### src/rtl/fxp_div_pkg.sv
// Shared types and constants for the sequential Goldschmidt fixed-point divider.
package fxp_div_pkg;

    localparam int unsigned DIV_N     = 20;
    localparam int unsigned DIV_FRAC  = 10;
    localparam int unsigned DIV_ITER  = 4;
    localparam int unsigned W         = DIV_N + 2;
    localparam int unsigned SAT_MAX   = (1 << (DIV_N - 1)) - 1;
    localparam int unsigned CONST_TWO = 2 << DIV_FRAC;

    typedef enum logic [2:0] {
        IDLE  = 3'd0,
        NORM  = 3'd1,
        MUL_N = 3'd2,
        MUL_D = 3'd3,
        FINAL = 3'd4,
        DONE  = 3'd5
    } state_e;

endpackage

### src/rtl/fxp_mul.sv
// Signed fixed-point multiply, result floor-shifted back to W bits.
module fxp_mul #(
    parameter int unsigned W    = 22,
    parameter int unsigned FRAC = 10
) (
    input  logic signed [W-1:0] a,
    input  logic signed [W-1:0] b,
    output logic signed [W-1:0] y_trunc
);

    assign y_trunc = W'(((2*W)'(a) * (2*W)'(b)) >>> FRAC);

endmodule

### src/rtl/fxp_div_seq.sv
// Sequential signed fixed-point divider: normalise the divisor, then run
// Goldschmidt n*f / d*f refinement on a single shared multiplier.
module fxp_div_seq
    import fxp_div_pkg::*;
#(
    parameter int unsigned N    = DIV_N,
    parameter int unsigned FRAC = DIV_FRAC,
    parameter int unsigned ITER = DIV_ITER
) (
    input  logic         clk,
    input  logic         rst,
    input  logic         in_valid,
    output logic         in_ready,
    input  logic [N-1:0] num,
    input  logic [N-1:0] den,
    output logic         out_valid,
    input  logic         out_ready,
    output logic [N-1:0] quot,
    output logic         dbz,
    output logic         ovf
);

    localparam int unsigned WI  = N + 2;
    localparam int unsigned WE  = N + 2 + FRAC;
    localparam int unsigned SAT = (1 << (N - 1)) - 1;
    localparam int unsigned TWO = 2 << FRAC;
    localparam logic [N-1:0] POS_SAT = N'(SAT);
    localparam logic [N-1:0] NEG_SAT = ~POS_SAT + N'(1);

    state_e             state_q, state_d;
    logic               in_ready_q, in_ready_d;
    logic               out_valid_q, out_valid_d;
    logic [N-1:0]       quot_q, quot_d;
    logic               dbz_q, dbz_d;
    logic               ovf_q, ovf_d;
    logic               sgn_q, sgn_d;
    logic               nsgn_q, nsgn_d;
    logic [WI-1:0]      n_q, n_d;
    logic [WI-1:0]      d_q, d_d;
    logic signed [7:0]  s_q, s_d;
    logic [7:0]         iter_q, iter_d;

    logic [WI-1:0]      f_c;
    logic [WI-1:0]      mul_a;
    logic [WI-1:0]      mul_y;
    logic [7:0]         msb_c;
    logic [7:0]         shamt_c;
    logic [WE-1:0]      mag_c;

    // Magnitude at WI bits so the most negative operand stays exact.
    function automatic logic [WI-1:0] mag_of(input logic [N-1:0] v);
        logic [WI-1:0] ext;
        ext = WI'($signed(v));
        return v[N-1] ? (~ext + WI'(1)) : ext;
    endfunction

    function automatic logic [7:0] lod(input logic [WI-1:0] v);
        logic [7:0] pos;
        pos = '0;
        for (int i = 0; i < int'(WI); i++) begin
            if (v[i]) pos = 8'(i);
        end
        return pos;
    endfunction

    assign f_c = WI'(TWO) - d_q;

    fxp_mul #(.W(WI), .FRAC(FRAC)) u_mul (
        .a       (mul_a),
        .b       (f_c),
        .y_trunc (mul_y)
    );

    always_comb begin
        state_d     = state_q;
        out_valid_d = out_valid_q;
        quot_d      = quot_q;
        dbz_d       = dbz_q;
        ovf_d       = ovf_q;
        sgn_d       = sgn_q;
        nsgn_d      = nsgn_q;
        n_d         = n_q;
        d_d         = d_q;
        s_d         = s_q;
        iter_d      = iter_q;
        mul_a       = n_q;
        msb_c       = '0;
        shamt_c     = '0;
        mag_c       = '0;

        case (state_q)
            IDLE: begin
                if (in_valid && in_ready_q) begin
                    sgn_d   = num[N-1] ^ den[N-1];
                    nsgn_d  = num[N-1];
                    n_d     = mag_of(num);
                    d_d     = mag_of(den);
                    iter_d  = '0;
                    state_d = NORM;
                end
            end
            NORM: begin
                if (d_q == '0) begin
                    quot_d      = nsgn_q ? NEG_SAT : POS_SAT;
                    dbz_d       = 1'b1;
                    ovf_d       = 1'b0;
                    out_valid_d = 1'b1;
                    state_d     = DONE;
                end else begin
                    // Place the divisor msb at FRAC-1 so d0 lies in [0.5, 1).
                    msb_c = lod(d_q);
                    if (int'(msb_c) >= int'(FRAC) - 1) begin
                        d_d = d_q >> (int'(msb_c) - (int'(FRAC) - 1));
                    end else begin
                        d_d = d_q << ((int'(FRAC) - 1) - int'(msb_c));
                    end
                    s_d     = 8'(int'(FRAC) - 1 - int'(msb_c));
                    state_d = MUL_N;
                end
            end
            MUL_N: begin
                n_d     = mul_y;
                state_d = MUL_D;
            end
            MUL_D: begin
                mul_a   = d_q;
                d_d     = mul_y;
                iter_d  = iter_q + 8'd1;
                state_d = (int'(iter_q) == int'(ITER) - 1) ? FINAL : MUL_N;
            end
            FINAL: begin
                shamt_c = s_q[7] ? 8'(-s_q) : 8'(s_q);
                mag_c   = s_q[7] ? (WE'(n_q) >> shamt_c) : (WE'(n_q) << shamt_c);
                ovf_d   = 1'b0;
                if (mag_c > WE'(SAT)) begin
                    mag_c = WE'(SAT);
                    ovf_d = 1'b1;
                end
                quot_d      = sgn_q ? N'(~mag_c + WE'(1)) : N'(mag_c);
                dbz_d       = 1'b0;
                out_valid_d = 1'b1;
                state_d     = DONE;
            end
            DONE: begin
                if (out_ready) begin
                    out_valid_d = 1'b0;
                    state_d     = IDLE;
                end
            end
            default: state_d = IDLE;
        endcase

        in_ready_d = (state_d == IDLE);
    end

    always_ff @(posedge clk or posedge rst) begin
        if (rst) begin
            state_q     <= IDLE;
            in_ready_q  <= 1'b1;
            out_valid_q <= 1'b0;
            quot_q      <= '0;
            dbz_q       <= 1'b0;
            ovf_q       <= 1'b0;
            sgn_q       <= 1'b0;
            nsgn_q      <= 1'b0;
            n_q         <= '0;
            d_q         <= '0;
            s_q         <= '0;
            iter_q      <= '0;
        end else begin
            state_q     <= state_d;
            in_ready_q  <= in_ready_d;
            out_valid_q <= out_valid_d;
            quot_q      <= quot_d;
            dbz_q       <= dbz_d;
            ovf_q       <= ovf_d;
            sgn_q       <= sgn_d;
            nsgn_q      <= nsgn_d;
            n_q         <= n_d;
            d_q         <= d_d;
            s_q         <= s_d;
            iter_q      <= iter_d;
        end
    end

    assign in_ready  = in_ready_q;
    assign out_valid = out_valid_q;
    assign quot      = quot_q;
    assign dbz       = dbz_q;
    assign ovf       = ovf_q;

endmodule

### config.mk
export PLATFORM = sky130hd
export DESIGN_NAME = fxp_div_seq
export DESIGN_NICKNAME = d
export VERILOG_FILES = /design/src/rtl/fxp_div_pkg.sv /design/src/rtl/fxp_mul.sv /design/src/rtl/fxp_div_seq.sv
export SDC_FILE = /design/constraint.sdc
export NUM_CORES = 2
export LEC_CHECK = 0
export BUFFER_PORTS_ARGS = -buffer_cell sky130_fd_sc_hd__buf_2
export CAP_MARGIN = 40
export CORE_UTILIZATION = 65
export DETAILED_ROUTE_END_ITERATION = 8
export HOLD_SLACK_MARGIN = 0.15
export PLACE_DENSITY = 0.83
export SYNTH_ARGS = -nofsm -noshare
export SYNTH_HDL_FRONTEND = slang
export SYNTH_SLANG_ARGS = --single-unit
### constraint.sdc
create_clock -name clk -period 24.7 [get_ports clk]
set_clock_uncertainty 0.2 [all_clocks]
set_input_delay 1.235 -clock clk [delete_from_list [all_inputs] [get_ports clk]]
set_output_delay 1.235 -clock clk [all_outputs]
set_load 0.005 [all_outputs]
Word level (Yosys, flattened, before mapping) --
Index checks and enable logic that the tools add are counted.
Cells by class: $add $sub $neg 8, bitwise gates (word level) 5, reductions and logical operators 16, $mul 1, $lt $le $gt $ge 2, eq/ne operators 10, multiplexer cells 54, shifts and indexed selects 4
Operators with widths (count):
- $mux W8 | 24
- $mux W22 | 7
- $mux W20 | 5
- $pmux W22 S3 | 1
- $add A22 B1 Y22 const B | 2
- $not A22 Y22 | 2
- $pmux W22 S2 | 1
- $pmux W20 S2 | 1
- $gt A32 B19 Y1 const B | 1
- $mul A22 B22 Y32 | 1
- $mux W32 | 1
- $shl A22 B32 Y22 | 1
- $shl A22 B8 Y32 | 1
- $shr A22 B32 Y22 | 1
- $shr A22 B8 Y32 | 1
- $logic_not A22 Y1 | 1
- $sub A12 B22 Y22 const A | 1
- $add A20 B1 Y20 const B | 1
- $not A20 Y20 | 1
- $pmux W3 S6 | 1
- $pmux W8 S2 | 1
- $mux W3 | 4
- $reduce_and A2 Y1 | 5
- $sub A4 B8 Y9 const A | 1
- 19 further kinds | 34
Word-level totals: input bits 44, logic and storage cells 112, output and inout port bits 24, register bits 89

Longest topological paths before layout --
word-level depth 28, mapped depth 35, gate-level depth less buffers 32

Hierarchy --
From an unflattened synthesis, not the netlist that was laid out.
Unflattened totals: cells, all modules 3087, area, all modules 24984.0 um^2
By module, submodules not included:
- fxp_mul | instances 1, cells each 1547, area an instance 13611.8 um^2, seq. area each 0.0 um^2
- fxp_div_seq | instances 1, cells each 1540, area an instance 11372.2 um^2, seq. area each 2203.4 um^2

Worst setup path before layout --
No wires, ideal clock.
kind register -> register, from reg d_q[0], to reg d_q[21], path slack 16128 ps, stages on the path, launching flop included 31, library setup time 82 ps, arrival 8290 ps, period minus slack after synthesis 8572 ps, data required time 24418 ps, buffers on the path 4, cells stage by stage dfrtp_1 clkbuf_1 inv_1 clkbuf_1 ha_1 or3b_2 clkbuf_1 o31ai_1 a21oi_1 nor2_1 clkbuf_1 nand2_1 fa_1 fa_1 fa_1 inv_1 fa_1 inv_1 fa_1 fa_1 fa_1 xnor2_1 xnor2_1 xnor2_1 xnor2_1 xnor3_1 xnor3_1 xnor3_1 xnor2_1 nand2_1 a31oi_1
Between the ends: word-level cells in the longest chain between the ends 4, elaborated cells between the ends (all ways) 11, classes of those cells add/sub: 1; mul: 1; eq/ne: 1; shift: 2; mux: 4; reduce/logical: 2
RTL lines:
- start, declared | line fxp_div_seq.sv:39 | logic [WI-1:0] d_q, d_d;
- start signal, assigned | line fxp_div_seq.sv:167 | d_q <= '0;
- start signal, assigned | line fxp_div_seq.sv:180 | d_q <= d_d;
- parallel branches: the longest is 4 deep, another holds $mul A22 B22 Y32
Parallel ways; which one is timed is not known. The select of a mux whose other input is x is not followed. A chain may end at the register's enable or synchronous reset.

Final worst setup path --
from reg state_q[0], to reg d_q[16]
Between the ends: word-level cells in the longest chain between the ends 4, elaborated cells between the ends (all ways) 10, classes of those cells mul: 1; eq/ne: 4; mux: 2; reduce/logical: 3
RTL lines:
- start, declared | line fxp_div_seq.sv:30 | state_e state_q, state_d;
- start signal, assigned | line fxp_div_seq.sv:171 | state_q <= state_d;
- $eq A3 B2 Y1 | line fxp_div_seq.sv:91 | case (state_q)
- $mux W22 | line fxp_div_seq.sv:91
- $mul A22 B22 Y32 | line fxp_mul.sv:11 | assign y_trunc = W'(((2*W)'(a) * (2*W)'(b)) >>> FRAC);
- $pmux W22 S3 | line fxp_div_seq.sv:91
Parallel ways exist; a longest one is shown, timed or not.

==> out/qor.csv <==
stage;metric;value;unit
logic_synthesis;Netlist Area Pre-Place;24600;µm²
logic_synthesis;Main synth FF type;dfrtp_1;
sta;slew margin rel.;0.2928;
sta;min cycle time layout;9.579;ns
die;die width;196.6;µm
global_route;first-pass GRT wire length;143.2;mm
final_layout;Final nets;3516;
cts;Setup Fix Bufs, Post-CTS;0;
run;max-cap viol count;0;
placed_design;GP Congestion;1.098;
global_route;grt total ovfl;0;
logic_synthesis;Warnings, synthesis;0;
logic_synthesis;register area share after synthesis;0.08955;
cts;clk sink count;88;
global_route;Tot GR Track Use;0.4916;
sta;unrepaired setup endpoints after global routing;false;
worst_setup_path;critical path endpoint category;flip-flop;
logic_synthesis;Mapped Nets;3553;
die;CORE AREA;36960;µm²
logic_synthesis;ys async rst share;1.000;
sta;final max-slew violation count;0;
placed_design;DP HPWL;72.28;mm
sta;worst-margin pin slew;1.053;ns
routing;router iterations before antenna repair;9;
logic_synthesis;Synth Area in XOR/XNOR;0.04704;
global_route;M1 GR Usage;0.6197;
global_route;number of global-route vias before repair;24668;
routing;wire per inst;26.36;µm
worst_setup_path;critical path required time;24.72;ns
logic_synthesis;Post-synth EDFFs;0;
routing;Routed WL;92.47;mm
routing;Post-route DRC;0;
hold_path;hold depth;1;
routing;DR iter-0 viols;3690;
logic_synthesis;flops & latches, synth;88;
sta;final period utilization;0.3878;
hold_path;type of the worst min-delay path;flip-flop to flip-flop;
cts;total clock buffers created by CTS;9;
global_route;largest net degree at the start of global routing;61;
cts;CTS Root Cell;clkbuf_16;
cts;Skew-Pair Late Insertion Delay;0.37;ns
logic_synthesis;simple logic cell fraction of the synthesized area;0.1888;
global_route;initial antenna violation count;4;
sta;final setup violation count;0;
final_layout;layout overhead on the synthesized area;5.080;%
cts;CTS tree;yes;
logic_synthesis;Avg Cell Area, Syn;8.115;µm²
logic_synthesis;Post-Synthesis Cells;3032;
die;Die Ht;196.6;µm
global_route;global routing usage on met3;0.1617;
routing;Final ANT Viol Nets;0;
die;# IOs;68;
die;Std-Cell Rows;70;
final_layout;layout cells sized above 1;0.08867;
global_route;met2 usage in global routing;0.7396;
sta;Setup TNS;0;ns
cts;H-tree depth;3;
logic_synthesis;Synth Area in Adders;0.3521;
worst_setup_path;crit-path max FO;25;
routing;vias per cell;6.997;
worst_setup_path;Worst Path Arrival;9.60;ns
logic_synthesis;largest family of logic cells by synthesized area;adder cells;
routing;via count;24545;
logic_synthesis;unique cell type count in the Yosys netlist;85;
logic_synthesis;complex-gate fraction of the synthesized area;0.1401;
cts;Post-CTS Hold Fix Bufs;0;
sta;Hold Vio Cnt, Final;0;
die;DIE AREA;38630;µm²
cts;post-CTS resize count;0;
die;initial cell density of the core;0.6657;
worst_setup_path;Reg2Reg Depth;26;
worst_setup_path;startpoint types;flip-flop;
worst_setup_path;Crit Path Category;flip-flop to flip-flop;
cts;clock-pin slew on the worst setup and hold paths;0.07;ns
global_route;most used routing layer;met2;
logic_synthesis;proportion of synthesized area in mux cells;0.08442;
sta;max frequency;0.1044;GHz
run_status;status;finished clean;
placed_design;port bufs;67;
cts;clock buffer depth;2;
-- worst paths after layout --
| kind | start | to | slack (ns) |
|---|---|---|---|
| min reg2reg | iter_q[7]$_DFFE_PP0P_ | iter_q[7]$_DFFE_PP0P_ | 0.31 |
| min | iter_q[7]$_DFFE_PP0P_ | iter_q[7]$_DFFE_PP0P_ | 0.31 |
| max in group asynchronous | rst | s_q[0]$_DFFE_PP0P_ | 22.71 |
| min in group asynchronous | rst | quot[6]$_DFFE_PP0P_ | 0.64 |
| max reg2reg | state_q[0]$_DFF_PP0_ | d_q[16]$_DFFE_PP0P_ | 15.12 |
| max | state_q[0]$_DFF_PP0_ | d_q[16]$_DFFE_PP0P_ | 15.12 |
-- placed cells by master, fill, tap and decap left out, drive strengths merged, types with 10 or more instances in the layout --
| cell | count |
|---|---|
| mux2i | 87 |
| a21oi | 106 |
| nor2b | 16 |
| clkbuf | 10 |
| or4 | 16 |
| o21a | 14 |
| xor2 | 40 |
| ha | 118 |
| buf | 143 |
| xnor2 | 75 |
| nand2 | 470 |
| o22ai | 17 |
| and3 | 10 |
| mux4 | 41 |
| and2 | 25 |
| nand3 | 69 |
| o31ai | 22 |
| or3 | 27 |
| nand4 | 17 |
| a211oi | 19 |
| a31oi | 26 |
| a21o | 23 |
| o221ai | 16 |
| nand2b | 20 |
| inv | 434 |
| fa | 359 |
| mux2 | 24 |
| nor3 | 63 |
| dfrtp | 87 |
| nor4 | 28 |
| nor2 | 250 |
| o211ai | 37 |
| o21ai | 141 |
-- through the flow --
step	setup slack (ns)	instances	cell area, µm²	utilization	hold slack [ns]
6_report	15.12	3508	25850	0.6995	0.3131
5_1_grt	14.86	3505	25850	0.6993	0.3263
4_1_cts	15.23	3501	25810	0.6983	0.3094
3_5_place_dp	15.27	3485	25480	0.6895	0.2944
3_3_place_gp	15.75	3468	25300	0.6846	0.2635
2_1_floorplan	16.13	3032	24600	-	0.2493
-- cell families (layout without fill, tap and decap cells) --
group	Yosys count	after routing
AOI/OAI and AO/OA	527	527
xor gates and xnor gates	121	121
adders and majority gates	477	477
buffers and inverters	625	593
DFF	88	88
muxes	152	152
other	0	4
and+or+nand+nor	1042	1042
-- routing by layer --
metal,wire [µm],part of all wire,vias up
li1,-,-,9989
met1,31560,0.34,11790
met2,39530,0.43,2159
met3,13980,0.15,605
met4,7375,0.080,2
met5,12,0.00013,-
-- flip-flops by register name, indices dropped and copies added (netlist names) --
name / cells
state_q: 3
iter_q: 8
nsgn_q: 1
dbz: 1
n_q: 22
in_ready: 1
d_q: 22
quot: 20
out_valid: 1
s_q: 7
ovf: 1
sgn_q: 1
-- synthesized netlist by cell type, types with 7 or more instances --
cell type	count	area share
and2_1	25	0.0064
o211ai_1	37	0.011
a21o_1	23	0.0070
fa_1	359	0.29
a211o_1	7	0.0025
buf_4	7	0.0021
buf_1	9	0.0014
clkbuf_1	149	0.023
nand2_1	470	0.072
nand3_1	69	0.014
o221ai_1	16	0.0057
xnor2_1	73	0.026
or2_2	7	0.0018
and3_1	10	0.0025
a22oi_1	7	0.0021
ha_1	118	0.060
o21ai_0	130	0.026
o21ai_1	11	0.0022
o31ai_1	22	0.0067
nand4_1	17	0.0043
a31oi_1	26	0.0066
mux2i_1	86	0.035
mux4_2	41	0.038
buf_2	25	0.0051
a311oi_1	9	0.0032
a221oi_1	9	0.0032
inv_1	429	0.065
nor2b_1	16	0.0041
a211oi_1	19	0.0058
nor2_1	250	0.038
or3_1	27	0.0069
nand2b_1	20	0.0051
nor3_1	63	0.013
o21a_1	14	0.0043
o21bai_1	8	0.0024
dfrtp_1	87	0.088
or4_1	16	0.0049
nor4_1	27	0.0069
mux2_2	23	0.011
xor2_1	40	0.014
a21oi_1	105	0.021
o22ai_1	17	0.0043
o41ai_1	7	0.0025
-- critical path, stage by stage (launching register included) --
cell	delay, ns
dfrtp_1	0.65
nand2b_1	0.41
nor2_2	0.49
buf_4	0.39
a21o_1	0.72
nand2_1	0.19
fa_1	0.50
fa_1	0.52
inv_1	0.06
fa_1	0.54
inv_1	0.05
fa_1	0.50
fa_1	0.51
fa_1	0.50
inv_1	0.05
fa_1	0.43
ha_1	0.36
a21o_1	0.21
a31oi_1	0.25
o211ai_1	0.26
a41oi_1	0.38
o21ai_0	0.26
a41oi_1	0.30
xor2_1	0.26
o221ai_1	0.19
a21oi_1	0.16
a21oi_1	0.08
-- area by class of cell --
cell class                 count  area (µm²)
inverter                     434        1630
sequential                    88        2205
tap                          504       630.6
timing repair buffer         143       969.7
fill                        2909       11110
antenna                        4       10.01
multi-input combinational   2319       20080
clock buffer                  10       229.0
clock inverter                 6       97.59
Power is left out: the tool's default activity adds up to more than one toggle a clock period on the data nets, which glitch-free logic cannot reach.
